**src/rtl/bcd_pkg.sv**
```systemverilog
// Shared constants, FSM state type and nibble validity helper for the
// digit-serial BCD accumulator.
package bcd_pkg;

  localparam int BCD_W = 4;

  typedef enum logic [1:0] {
    IDLE = 2'd0,
    RUN  = 2'd1,
    FIN  = 2'd2
  } state_t;

  function automatic logic nibble_invalid(input logic [BCD_W-1:0] d);
    return (d > 4'd9);
  endfunction

endpackage

```
**src/rtl/bcd_digit_addsub.sv**
```systemverilog
// Combinational single-digit BCD adder/subtractor; subtraction adds the
// nines' complement of b, so cout=1 means "no borrow".
module bcd_digit_addsub
  import bcd_pkg::*;
(
  input  logic [BCD_W-1:0] a,
  input  logic [BCD_W-1:0] b,
  input  logic             sub,
  input  logic             cin,
  output logic [BCD_W-1:0] s,
  output logic             cout
);

  logic [BCD_W-1:0] w_b;
  logic [BCD_W:0]   w_sum;

  // Binary sum of the digit pair with decimal correction above 9.
  always_comb begin
    w_b   = sub ? (4'd9 - b) : b;
    w_sum = {1'b0, a} + {1'b0, w_b} + {4'd0, cin};
    if (w_sum > 5'd9) begin
      s    = 4'(w_sum - 5'd10);
      cout = 1'b1;
    end else begin
      s    = w_sum[BCD_W-1:0];
      cout = 1'b0;
    end
  end

endmodule

```
**src/rtl/bcd_accum_n.sv**
```systemverilog
// Digit-serial BCD accumulator: adds/subtracts an IN_DIGITS operand to an
// ACC_DIGITS running total one digit per clock, with wrap/saturate handling.
module bcd_accum_n
  import bcd_pkg::*;
#(
  parameter int ACC_DIGITS = 4,
  parameter int IN_DIGITS  = 2,
  parameter int SATURATE   = 0
) (
  input  logic                          CLK,
  input  logic                          CLR,
  input  logic                          IN_VALID,
  output logic                          IN_READY,
  input  logic [BCD_W*IN_DIGITS-1:0]    IN_DATA,
  input  logic                          SUB,
  input  logic                          FLAG_CLR,
  output logic [BCD_W*ACC_DIGITS-1:0]   Q,
  output logic                          DONE,
  output logic                          OVF,
  output logic                          ERR
);

  localparam int                QW       = BCD_W * ACC_DIGITS;
  localparam int                IDX_W    = $clog2(ACC_DIGITS);
  localparam logic [IDX_W-1:0]  LAST_IDX = IDX_W'(ACC_DIGITS - 1);

  state_t            r_state;
  state_t            w_next;
  logic [IDX_W-1:0]  r_idx;
  logic [QW-1:0]     r_work;
  logic [QW-1:0]     r_op;
  logic [QW-1:0]     r_q;
  logic              r_sub;
  logic              r_carry;
  logic              r_bad;
  logic              r_done;
  logic              r_ovf;
  logic              r_err;

  logic              w_accept;
  logic              w_bad_in;
  logic              w_ovf_set;
  logic [QW-1:0]     w_op_ext;
  logic [QW-1:0]     w_fin;
  logic [BCD_W-1:0]  w_a;
  logic [BCD_W-1:0]  w_b;
  logic [BCD_W-1:0]  w_s;
  logic              w_cout;

  // Operand zero-extension, digit validity and current-digit selection.
  always_comb begin
    w_accept = IN_VALID && (r_state == IDLE);
    w_op_ext = '0;
    w_op_ext[BCD_W*IN_DIGITS-1:0] = IN_DATA;
    w_bad_in = 1'b0;
    for (int i = 0; i < IN_DIGITS; i++) begin
      w_bad_in = w_bad_in | nibble_invalid(IN_DATA[i*BCD_W +: BCD_W]);
    end
    w_a = '0;
    w_b = '0;
    for (int i = 0; i < ACC_DIGITS; i++) begin
      w_a = (r_idx == IDX_W'(i)) ? r_work[i*BCD_W +: BCD_W] : w_a;
      w_b = (r_idx == IDX_W'(i)) ? r_op[i*BCD_W +: BCD_W]   : w_b;
    end
  end

  bcd_digit_addsub u_digit (
    .a    (w_a),
    .b    (w_b),
    .sub  (r_sub),
    .cin  (r_carry),
    .s    (w_s),
    .cout (w_cout)
  );

  // Final carry resolution: an add carrying out or a subtract borrowing out overflows.
  always_comb begin
    w_ovf_set = (r_state == FIN) && !r_bad && (r_carry != r_sub);
    if (w_ovf_set && (SATURATE != 0)) begin
      w_fin = r_sub ? {QW{1'b0}} : {ACC_DIGITS{4'd9}};
    end else begin
      w_fin = r_work;
    end
  end

  // Next-state logic.
  always_comb begin
    w_next = r_state;
    case (r_state)
      IDLE: begin
        if (w_accept) begin
          w_next = w_bad_in ? FIN : RUN;
        end else begin
          w_next = IDLE;
        end
      end
      RUN: begin
        if (r_idx == LAST_IDX) begin
          w_next = FIN;
        end else begin
          w_next = RUN;
        end
      end
      FIN:     w_next = IDLE;
      default: w_next = IDLE;
    endcase
  end

  // State register.
  always_ff @(posedge CLK) begin
    if (CLR) begin
      r_state <= IDLE;
    end else begin
      r_state <= w_next;
    end
  end

  // Datapath: operand capture, digit-serial update of the working copy, commit.
  always_ff @(posedge CLK) begin
    if (CLR) begin
      r_idx   <= '0;
      r_work  <= '0;
      r_op    <= '0;
      r_q     <= '0;
      r_sub   <= 1'b0;
      r_carry <= 1'b0;
      r_bad   <= 1'b0;
      r_done  <= 1'b0;
    end else begin
      r_done <= (r_state == FIN);
      case (r_state)
        IDLE: begin
          if (w_accept) begin
            r_op    <= w_op_ext;
            r_sub   <= SUB;
            r_carry <= SUB;
            r_idx   <= '0;
            r_work  <= r_q;
            r_bad   <= w_bad_in;
          end
        end
        RUN: begin
          for (int i = 0; i < ACC_DIGITS; i++) begin
            if (r_idx == IDX_W'(i)) begin
              r_work[i*BCD_W +: BCD_W] <= w_s;
            end
          end
          r_carry <= w_cout;
          r_idx   <= r_idx + IDX_W'(1);
        end
        FIN: begin
          r_q <= w_fin;
        end
        default: begin
          r_idx <= '0;
        end
      endcase
    end
  end

  // Sticky flags; a set condition at the same edge overrides FLAG_CLR.
  always_ff @(posedge CLK) begin
    if (CLR) begin
      r_ovf <= 1'b0;
      r_err <= 1'b0;
    end else begin
      r_ovf <= w_ovf_set | (r_ovf & ~FLAG_CLR);
      r_err <= (w_accept & w_bad_in) | (r_err & ~FLAG_CLR);
    end
  end

  assign IN_READY = (r_state == IDLE);
  assign Q        = r_q;
  assign DONE     = r_done;
  assign OVF      = r_ovf;
  assign ERR      = r_err;

endmodule

```
**config.mk**
```make
export PLATFORM = sky130hd
export DESIGN_NAME = bcd_accum_n
export DESIGN_NICKNAME = d
export VERILOG_FILES = /design/src/rtl/bcd_pkg.sv /design/src/rtl/bcd_digit_addsub.sv /design/src/rtl/bcd_accum_n.sv
export SDC_FILE = /design/constraint.sdc
export NUM_CORES = 1
export LEC_CHECK = 0
export BUFFER_PORTS_ARGS = -buffer_cell sky130_fd_sc_hd__buf_2
export CAP_MARGIN = 20
export CORE_ASPECT_RATIO = 1.2
export CORE_MARGIN = 4
export CORE_UTILIZATION = 40
export CTS_BUF_LIST = sky130_fd_sc_hd__clkbuf_8
export DETAILED_ROUTE_END_ITERATION = 10
export SYNTH_ARGS = -nofsm -noshare
export SYNTH_HDL_FRONTEND = slang
export SYNTH_SLANG_ARGS = --single-unit
export TNS_END_PERCENT = 1
```
**constraint.sdc**
```tcl
create_clock -name CLK -period 8.4 [get_ports CLK]
set_input_delay 0.84 -clock CLK [delete_from_list [all_inputs] [get_ports CLK]]
set_output_delay 0.84 -clock CLK [all_outputs]
set_load 0.01 [all_outputs]
```
==> reports/metrics.cfg <==
[status]
outcome = finished, final reports clean

[logic_synthesis]
synth_top_family_by_area = compound AO/OA/AOI/OAI gates
syn_area_per_cell_um2 = 7.872
synth-warning-count = 0
ys_seq_area_share_pct = 39.49
synth_cell_type_count = 40
syn_area_mm2 = 0.002535
synth-xor-area-share_pct = 2.024
synthCells = 322
synth-seq-cells = 50
synthMuxAreaShare_pct = 1.579
synth_fa_ha_area_share_pct = 6.022
synth_nets = 346
synth-compound-area-share_pct = 24.53
synthSimpleGateAreaFrac_pct = 19.50

[drt]
vias = 2171
drt-total-wl_mm = 5.987
dr.pass1.iters = 4
drcViolationCount = 0
antenna_left = 0
wire_per_inst_um = 14.09
first_iter_violations = 80
viasPerCell = 5.108

[floorplan]
die_w_um = 80.67
io_pins = 33
core_mm2 = 0.006090
dieArea_mm2 = 0.007680
rows = 31
start_util_pct = 41.63
die_h_um = 95.21

[critical_path]
critPathSlowestCell = fa_1
critPathLaunchType = flop
path_max_fanout = 8
cp.required_ns = 8.62
ff2ff_path_depth = 15
reg2reg_from = r_idx[0]
reg2reg_to = r_work[10]
cp-startpoint = r_idx[0]
end_kind = flop
slowest_delay_ns = 0.46
rrSetupSlack_ns = 4.32
arrival_ns = 4.30
crit_type = reg2reg
crit_path_end = r_work[10]
cp_cell_sequence = inv_1, ha_1, nor2_1, nand2_1, xnor2_1, fa_1, inv_1, fa_1, ha_1, nor2b_1, a31o_4, o311ai_4, mux2i_1, nand2_2, a311oi_2

[power_and_ir_drop]
p_total_uw = 511.0
ir_worst_vdd_mv = 0.1151
p_per_area_mw_per_mm2 = 183.0
power_leakage_nw = 1.040

[grt]
grt-ovfl-total = 0
grt_pass1_vias = 2068
grt_antenna_before_repair = 0
track_usage_pct = 16.71
grt_max_degree = 53
grt_pass1_wl_mm = 9.942

[sta]
fin_crit_sh_pct = 48.57
fin_worst_skew_ns = 0.009206
max_freq_ghz = 0.2451
tightest_slew_ns = 0.9992
grt_setup_unrepaired = false
setup_violations = 0
period_minus_slack_ns = 4.080
maxSlewHeadroom_pct = 33.39
slew_viol_final = 0
report.final.hold_viol_count = 0
setup_tns_ns = 0

[clock_network]
cts.clk_slew.worst_paths_ns = 0.10
clk_path_buf_depth = 2
worst_skew_pair.late_latency_ns = 0.31
cts_setup_buffers = 0
cts_buffers = 5
cts_tree = done
clock-sinks = 50
cts_root_buf = clkbuf_8
postCtsResizedCells = 0
cts_htree_levels = 2
cts.hold.buffers_added = 0

[final_layout]
final_common_cell = nand2_1
syn2layout_area_growth_pct = 10.17
nets = 366
drive_above_1_share_pct = 16.33
final_cell_mix = 85 x nand2_1, 50 x dfxtp_1, 40 x a21oi_1, 32 x buf_2, 23 x nor2_1
antenna_cells = 0
final_util_pct = 45.86
nFillCells = 640

[flow_run]
max_cap_viol_count = 0

[placed_design]
gp_congestion = 0.8270
io_buffers = 32
dp_hpwl_mm = 4.332

[min_path]
hold_path.class = reg2reg

flip-flops by register name, indices dropped and copies added, names as in the netlist:
name and count:
Q 16, r_idx 2, r_sub 1, OVF 1
r_op 8, r_carry 1, DONE 1, r_work 16
ERR 1, r_state 2, r_bad 1
worst max-delay path, delay by kind of cell (launching register included):
family | cells | cell delay [ns]
adders and majority gates | 4 | 1.38
AOI/OAI and AO/OA | 3 | 0.81
and+or+nand+nor | 4 | 0.78
DFF | 1 | 0.42
muxes | 1 | 0.26
xor gates and xnor gates | 1 | 0.17
buffers and inverters | 2 | 0.17
synth_stat cells:
| master | instances | area [µm²] |
|---|---|---|
| xor2_2 | 1 | 16.27 |
| and2_1 | 1 | 6.260 |
| and3_1 | 1 | 6.260 |
| fa_1 | 2 | 40.04 |
| dlygate4sd1_1 | 1 | 8.760 |
| a21o_2 | 1 | 8.760 |
| o21ai_0 | 20 | 100.1 |
| xnor2_1 | 2 | 17.52 |
| a21oi_1 | 40 | 200.2 |
| o32ai_1 | 8 | 70.07 |
| a21o_1 | 2 | 15.01 |
| a21oi_2 | 3 | 26.28 |
| nand2b_2 | 1 | 8.760 |
| o21ai_4 | 1 | 16.27 |
| nor2_1 | 23 | 86.33 |
| inv_1 | 18 | 67.56 |
| nand2_2 | 1 | 6.260 |
| buf_6 | 1 | 11.26 |
| ha_1 | 9 | 112.6 |
| or2_1 | 1 | 6.260 |
| a211oi_1 | 8 | 60.06 |
| a311oi_2 | 4 | 60.06 |
| nand3_1 | 1 | 5.000 |
| mux2i_1 | 4 | 40.04 |
| dfxtp_1 | 50 | 1001 |
| xor2_1 | 2 | 17.52 |
| o311ai_4 | 1 | 26.28 |
| nand2_1 | 85 | 319.1 |
| a31oi_1 | 1 | 6.260 |
| o21bai_1 | 1 | 7.510 |
| nand2b_1 | 2 | 12.51 |
| a31o_4 | 1 | 17.52 |
| dlymetal6s2s_1 | 1 | 12.51 |
| buf_2 | 2 | 10.01 |
| buf_4 | 2 | 15.01 |
| clkbuf_1 | 13 | 48.80 |
| a22oi_1 | 1 | 7.510 |
| nor3_1 | 3 | 15.01 |
| nor2b_1 | 2 | 12.51 |
| and2b_4 | 1 | 10.01 |
layout make-up:
class                           count  area, µm²  area share, %
Multi-Input combinational cell    234       1360          48.70
Timing Repair Buffer               33      171.4          6.138
Clock buffer                        5      68.82          2.464
Sequential cell                    50       1001          35.84
Clock inverter                      3      21.27         0.7616
Inverter                           18      67.56          2.419
Tap cell                           82      102.6          3.674
logic make-up after synthesis:
family | count (synthesis)
AOI/OAI and AO/OA | 92
xor gates and xnor gates | 5
adders and majority gates | 11
buffers and inverters | 38
DFF | 50
muxes | 4
and+or+nand+nor | 122
through the flow:
step / cells / worst slack (ns) / instance area, µm² / hold WS [ns]
2_1_floorplan: 322 / 4.562 / 2535 / 0.4319
3_5_place_dp: 417 / 4.355 / 2703 / 0.4537
4_1_cts: 425 / 4.338 / 2793 / 0.4666
3_3_place_gp: 416 / 4.483 / 2691 / 0.4500
6_report: 425 / 4.320 / 2793 / 0.4638
5_1_grt: 425 / 3.968 / 2793 / 0.4865
routing by layer:
| layer | wire length [µm] | global-route usage (%) | vias up |
|---|---|---|---|
| met2 | 2873 | 27.49 | 42 |
| met1 | 2774 | 21.14 | 1000 |
| li1 | - | - | 1117 |
| met4 | 143 | 8.028 | 0 |
| met5 | 0 | 0 | - |
| met3 | 195 | 2.836 | 12 |
power by group:
group / leakage, nW / internal [mW] / switching [mW]
Combinational: 0.589 / 0.0443 / 0.0646
Clock: 0.0441 / 0.0587 / 0.0830
Sequential: 0.407 / 0.249 / 0.0114
worst min path at each step:
stage                   start  endpoint  slack [ns]  cells after the start
detailed placement    r_op[6]   r_op[6]        0.45                      2
global placement          ERR       ERR        0.45                      2
finish                r_op[2]   r_op[2]        0.46                      2
CTS                   r_op[6]   r_op[6]        0.47                      2
floorplan           r_work[9]      Q[9]        0.43                      2
global route          r_op[6]   r_op[6]        0.49                      2
(Power assumes the default switching activity.)
